### src/rtl/key_debounce_multi.sv
// Multi-channel key debouncer: 2-FF synchroniser, settle FSM and registered level/press/release pulses per channel.
// Define KEY_LONGPRESS_EN to add the per-channel long-press pulse; otherwise long_press is tied to 0.
module key_debounce_multi #(
  parameter int CH           = 4,
  parameter int DEBOUNCE_CYC = 1000,
  parameter bit ACTIVE_LOW   = 1'b1,
  parameter int LONG_CYC     = 50000
) (
  input  logic          clk,
  input  logic          rst_n,
  input  logic [CH-1:0] key,
  output logic [CH-1:0] key_state,
  output logic [CH-1:0] press_pulse,
  output logic [CH-1:0] release_pulse,
  output logic [CH-1:0] long_press
);

  localparam int CNT_W = $clog2(DEBOUNCE_CYC);
  localparam logic [CNT_W-1:0] CNT_MAX = CNT_W'(DEBOUNCE_CYC - 1);

  typedef enum logic [1:0] {
    IDLE         = 2'd0,
    PRESS_WAIT   = 2'd1,
    HELD         = 2'd2,
    RELEASE_WAIT = 2'd3
  } state_t;

  logic [CH-1:0] sync_p0;
  logic [CH-1:0] sync_p1;
  logic [CH-1:0] act;

  // Stage p0/p1: synchroniser, reset to the released pin level
  always_ff @(posedge clk or negedge rst_n) begin
    if (!rst_n) begin
      sync_p0 <= {CH{ACTIVE_LOW}};
      sync_p1 <= {CH{ACTIVE_LOW}};
    end else begin
      sync_p0 <= key;
      sync_p1 <= sync_p0;
    end
  end

  assign act = sync_p1 ^ {CH{ACTIVE_LOW}};

  for (genvar g = 0; g < CH; g++) begin : g_ch
    state_t           state_q, state_d;
    logic [CNT_W-1:0] cnt_q, cnt_d;
    logic             lvl_q, lvl_d;
    logic             press_q, press_d;
    logic             rel_q, rel_d;

    always_comb begin
      state_d = state_q;
      cnt_d   = cnt_q;
      lvl_d   = lvl_q;
      press_d = 1'b0;
      rel_d   = 1'b0;
      case (state_q)
        IDLE: begin
          cnt_d = '0;
          lvl_d = 1'b0;
          if (act[g]) state_d = PRESS_WAIT;
        end
        PRESS_WAIT: begin
          if (!act[g]) begin
            state_d = IDLE;
            cnt_d   = '0;
          end else if (cnt_q == CNT_MAX) begin
            state_d = HELD;
            cnt_d   = '0;
            press_d = 1'b1;
            lvl_d   = 1'b1;
          end else begin
            cnt_d = cnt_q + 1'b1;
          end
        end
        HELD: begin
          cnt_d = '0;
          lvl_d = 1'b1;
          if (!act[g]) state_d = RELEASE_WAIT;
        end
        RELEASE_WAIT: begin
          if (act[g]) begin
            state_d = HELD;
            cnt_d   = '0;
          end else if (cnt_q == CNT_MAX) begin
            state_d = IDLE;
            cnt_d   = '0;
            rel_d   = 1'b1;
            lvl_d   = 1'b0;
          end else begin
            cnt_d = cnt_q + 1'b1;
          end
        end
        default: begin
          state_d = IDLE;
          cnt_d   = '0;
          lvl_d   = 1'b0;
        end
      endcase
    end

    // Stage p2: registered FSM state and outputs
    always_ff @(posedge clk or negedge rst_n) begin
      if (!rst_n) begin
        state_q <= IDLE;
        cnt_q   <= '0;
        lvl_q   <= 1'b0;
        press_q <= 1'b0;
        rel_q   <= 1'b0;
      end else begin
        state_q <= state_d;
        cnt_q   <= cnt_d;
        lvl_q   <= lvl_d;
        press_q <= press_d;
        rel_q   <= rel_d;
      end
    end

    assign key_state[g]     = lvl_q;
    assign press_pulse[g]   = press_q;
    assign release_pulse[g] = rel_q;

`ifdef KEY_LONGPRESS_EN
    localparam int LCNT_W = $clog2(LONG_CYC);
    localparam logic [LCNT_W-1:0] LCNT_MAX = LCNT_W'(LONG_CYC - 1);

    logic [LCNT_W-1:0] lcnt_q, lcnt_d;
    logic              ldone_q, ldone_d;
    logic              long_q, long_d;

    // lcnt only advances while stably held; a release glitch pauses it without clearing
    always_comb begin
      lcnt_d  = lcnt_q;
      ldone_d = ldone_q;
      long_d  = 1'b0;
      case (state_q)
        IDLE: begin
          lcnt_d  = '0;
          ldone_d = 1'b0;
        end
        PRESS_WAIT: begin
          if (state_d == HELD) begin
            lcnt_d  = '0;
            ldone_d = 1'b0;
          end
        end
        HELD: begin
          if (!ldone_q) begin
            if (lcnt_q == LCNT_MAX) begin
              long_d  = 1'b1;
              ldone_d = 1'b1;
            end else begin
              lcnt_d = lcnt_q + 1'b1;
            end
          end
        end
        RELEASE_WAIT: begin
          lcnt_d = lcnt_q;
        end
        default: begin
          lcnt_d  = '0;
          ldone_d = 1'b0;
        end
      endcase
    end

    always_ff @(posedge clk or negedge rst_n) begin
      if (!rst_n) begin
        lcnt_q  <= '0;
        ldone_q <= 1'b0;
        long_q  <= 1'b0;
      end else begin
        lcnt_q  <= lcnt_d;
        ldone_q <= ldone_d;
        long_q  <= long_d;
      end
    end

    assign long_press[g] = long_q;
`else
    assign long_press[g] = 1'b0;
`endif
  end

endmodule

### config.mk
export PLATFORM = sky130hd
export DESIGN_NAME = key_debounce_multi
export DESIGN_NICKNAME = d
export VERILOG_FILES = /design/src/rtl/key_debounce_multi.sv
export SDC_FILE = /design/constraint.sdc
export NUM_CORES = 1
export LEC_CHECK = 0
export CAP_MARGIN = 20
export CORE_MARGIN = 3
export CORE_UTILIZATION = 30
export CTS_CLUSTER_DIAMETER = 100
export DETAILED_ROUTE_END_ITERATION = 16
export GPL_TIMING_DRIVEN = 0
export PLACE_DENSITY = 0.48
export SKIP_CTS_REPAIR_TIMING = 1
export SLEW_MARGIN = 0
export SYNTH_ARGS = -nofsm -noshare
export SYNTH_HDL_FRONTEND = slang
export SYNTH_SLANG_ARGS = --single-unit
### constraint.sdc
create_clock -name clk -period 2.05 [get_ports clk]
set_input_delay 0.41 -clock clk [delete_from_list [all_inputs] [get_ports clk]]
set_output_delay 0.41 -clock clk [all_outputs]
set_load 0.03 [all_outputs]
==> parameters.txt <==
Parameter                              Value

Placement
  Number of buffer cells added on primary ports ... 17
  Placed inst area ... 3810 um^2
  Final estimated routing congestion in global placement ... 0.755
  Placed wire-length estimate ... 3790 um
  Cell Count Post-Placement ... 495

Die
  DIE WIDTH ... 113 um
  Die Y ... 113 um
  Placement Rows ... 38
  Placeable Area ... 11,000 um^2
  Starting density of the core ... 31.4%
  Die ar. ... 12,900 um^2
  Boundary Pins ... 22

Power
  Peak VDD IR ... 0.000569 V
  Sequential share of power ... 37.3%
  Clock power share ... 30.6%
  Power per Cell Area ... 1130 nW/um^2
  Power Internal ... 3050 uW
  Static leakage power ... 0.00179 uW
  Combinational Power Share ... 32.1%
  Net switching fraction of the power ... 34.0%
  Switching Power ... 1570 uW
  Overall power of the completed layout ... 4620 uW

Run
  Max-capacitance violation count ... 0

STA
  Fmax achieved ... 531 MHz
  Final Hold Violating Endpoints ... 0
  Max-slew violation count ... 0
  RSZ-0062 raised after global routing ... no
  Final TNS setup ... 0 ns
  Finish-stage setup viols ... 0
  Worst hold margin ... 0.188 ns
  Share of the clock period used by the worst path after layout ... 92.0%
  Slew of the pin with the lowest slew margin ... 0.857 ns
  Shortest clock period the worst path allows after layout ... 1.89 ns
  Worst slew margin ... 42.9%
  Clock Skew ... 0.00816 ns

Setup path
  Critical path startpoint category ... flop
  Worst reg2reg path depth ... 6
  Largest stage delay on the critical path ... 0.65 ns
  Worst EP required ... 1.64 ns
  Launching point of the worst reg2reg path ... g_ch[0].cnt_q[0]
  Worst-path maximum fanout ... 4
  Setup CP Type ... flop to output port
  Arrival time at the worst endpoint ... 1.48 ns
  Endpoint type of the worst setup path ... output port
  Slowest CP cell ... sky130_fd_sc_hd__clkdlybuf4s50_1
  FF-to-FF setup slack ... 0.18 ns
  Largest delay contributor family on the critical path ... buffers and inverters
  CP cell instances ... buf_4 -> clkdlybuf4s50_1
  Bufs and invs on worst path ... 2

Final layout
  Share of layout cells above drive strength 1 ... 13.2%
  Final std cell area, no fill ... 4080 um^2
  Number of antenna cells inserted ... 0
  Non-filler cells, final ... 511
  Post-layout nets ... 396
  Syn-to-layout area delta ... 18.0%

CTS
  CTS tree ... yes
  Clock buffers created by TritonCTS ... 9
  Clock latency reported for the late side of the worst-skew pair ... 0.33 ns
  Deepest level of the CTS H-tree ... 3
  Library cell used as clock root buffer ... sky130_fd_sc_hd__clkbuf_16
  Sinks on Clock Net ... 68
  Buffer levels on the longest clock path ... 2
  Clock edge transition at the registers on the reported setup and hold paths ... 0.06 ns

Global routing
  M2 GR Usage ... 14.7%
  Overflow left after global routing ... 0
  First-pass GRT wire length ... 10,000 um
  Number of global-route vias before repair ... 2,258
  Maximum number of pins on one net before global-route repair ... 69
  Number of antenna violations at the first check in global routing ... 0
  Met1 track demand over resource ... 12.7%
  GRT Max-Usage Layer ... met2
  GR Util All Layers ... 9.64%
  Met3 usage in global routing ... 2.92%

Synth
  Distinct cell type count of the synthesized netlist ... 39
  Gate Count Post-Synth ... 335
  Dominant cells by area after synthesis ... sky130_fd_sc_hd__dfrtp_1 (43%), sky130_fd_sc_hd__ha_1 (8.7%), sky130_fd_sc_hd__nor2_1 (6.8%)
  Top cells by instance count after synthesis ... sky130_fd_sc_hd__nor2_1 (63), sky130_fd_sc_hd__dfrtp_1 (60), sky130_fd_sc_hd__nand2_1 (25), sky130_fd_sc_hd__ha_1 (24), sky130_fd_sc_hd__xnor2_1 (21)
  Commonest register cell after synthesis ... sky130_fd_sc_hd__dfrtp_1
  FF+latch count, synth ... 68
  Post-synthesis sequential area ratio ... 49.5%
  Mean instance size in the synthesized netlist ... 10.3 um^2
  Count of warnings emitted by yosys ... 0
  Top-count cell post-synth ... sky130_fd_sc_hd__nor2_1
  Leading area contributor after synthesis ... sky130_fd_sc_hd__dfrtp_1
  Netlist Area Pre-Place ... 3460 um^2
  Fraction of post-synthesis cell area in the top cell type by area ... 43.4%
  Number of enable flip-flop cells after synthesis ... 0
  Share of synthesized registers carrying an async set or reset ... 100%

Detailed routing
  DRT Wirelength ... 5720 um
  Detail Route Antenna Nets ... 0
  Number of search-and-repair iterations in the first detailed-routing pass ... 4
  Via density per instance ... 4.44
  1st-iter DRT viols ... 91
  Post-route DRC violation count ... 0
  Routed length per instance ... 11.2 um
  Detailed-route via count ... 2,267

Status
  Run status ... finished clean

Min path
  Hold Path Class ... input pin to async pin
## worst max path at each step
stage	slack [ns]	start	endpoint	cells past startpoint
3_5_place_dp	0.18	g_ch[0].cnt_q[0]	flop	6
2_1_floorplan	0.35	g_ch[2].cnt_q[0]	g_ch[2].lvl_q	6
4_1_cts	0.14	g_ch[2].lvl_q	key_state[2]	2
3_3_place_gp	-1.87	rst_n	async pin	1
5_1_grt	0.006	g_ch[0].cnt_q[0]	flop	6
6_report	0.16	g_ch[2].lvl_q	key_state[2]	2
## flip-flops by register name, indices dropped and copies added, names as in the netlist, named ones only
signal,count
sync_p0,4
g_ch.press_q,4
g_ch.state_q,4
g_ch.lvl_q,4
g_ch.cnt_q,40
g_ch.rel_q,4
sync_p1,4
## power by group through the flow
stage | Clock, uW | Combinational [uW] | Sequential (uW)
after floorplan | 0 | 1170 | 1700
after global placement | 0 | 1480 | 1740
after detailed placement | 0 | 1510 | 1750
after CTS | 1470 | 1520 | 1720
after global routing | 1530 | 1710 | 1760
final | 1410 | 1480 | 1720
## kinds of logic after synthesis
family,Yosys count,synth area share [%]
mux,16,4.95
buf+inv,31,5.32
compound gates,21,4.45
simple gates,142,18.9
fa+ha+maj,24,8.68
other cells,1,0.108
xor+xnor,32,8.10
flops,68,49.5
## worst register-to-register path, stage by stage (launching register included)
cell and delay, ns:
sky130_fd_sc_hd__dfrtp_1 0.39, sky130_fd_sc_hd__ha_1 0.27, sky130_fd_sc_hd__nand4b_1 0.11, sky130_fd_sc_hd__or3_1 0.30, sky130_fd_sc_hd__clkbuf_1 0.20, sky130_fd_sc_hd__a211oi_1 0.30, sky130_fd_sc_hd__mux2i_1 0.23
## per-layer routing
layer / vias up / wire [um] / share of wire [%]
li1: 1165 / - / -
met4: 0 / 89 / 1.6
met5: - / 0 / 0
met1: 1070 / 2890 / 51
met3: 7 / 191 / 3.3
met2: 25 / 2540 / 44
## placed cells by master, fill, tap and decap left out, types with 3 or more instances in the layout
master / synthesis / routed
sky130_fd_sc_hd__xor2_1: 11 / 11
sky130_fd_sc_hd__inv_1: 12 / 12
sky130_fd_sc_hd__mux2i_1: 10 / 10
sky130_fd_sc_hd__clkbuf_16: 0 / 9
sky130_fd_sc_hd__o21ai_0: 4 / 4
sky130_fd_sc_hd__and3_1: 4 / 4
sky130_fd_sc_hd__mux2_2: 5 / 5
sky130_fd_sc_hd__nand2_1: 25 / 25
sky130_fd_sc_hd__nand4_1: 6 / 6
sky130_fd_sc_hd__clkdlybuf4s50_1: 0 / 16
sky130_fd_sc_hd__ha_1: 24 / 24
sky130_fd_sc_hd__a211oi_1: 3 / 3
sky130_fd_sc_hd__a21oi_1: 5 / 5
sky130_fd_sc_hd__clkbuf_1: 2 / 3
sky130_fd_sc_hd__dfrtp_1: 60 / 60
sky130_fd_sc_hd__buf_4: 16 / 17
sky130_fd_sc_hd__dfstp_2: 8 / 8
sky130_fd_sc_hd__conb_1: 1 / 4
sky130_fd_sc_hd__nor3_1: 10 / 10
sky130_fd_sc_hd__xnor2_1: 21 / 21
sky130_fd_sc_hd__nand3_1: 15 / 15
sky130_fd_sc_hd__or3_1: 3 / 3
sky130_fd_sc_hd__nand2b_1: 6 / 6
sky130_fd_sc_hd__nor2_1: 63 / 63
sky130_fd_sc_hd__clkinv_2: 0 / 4
## cell type report
| class | count | area [um^2] |
|---|---|---|
| Buffer | 19 | 139 |
| Tap cell | 140 | 175 |
| Sequential cell | 68 | 1710 |
| Clock inverter | 5 | 27.5 |
| Inverter | 12 | 45.0 |
| Clock buffer | 11 | 243 |
| Multi-Input combinational cell | 239 | 1580 |
| Fill cell | 1115 | 6950 |
| Timing Repair Buffer | 17 | 168 |
## stage by stage
stage	setup slack, ns	utilization [%]
6_report	0.165	37.0
4_1_cts	0.138	37.0
3_3_place_gp	-1.87	34.6
3_5_place_dp	0.175	34.6
2_1_floorplan	0.355	-
5_1_grt	0.00599	37.0
(Power assumes the default switching activity.)
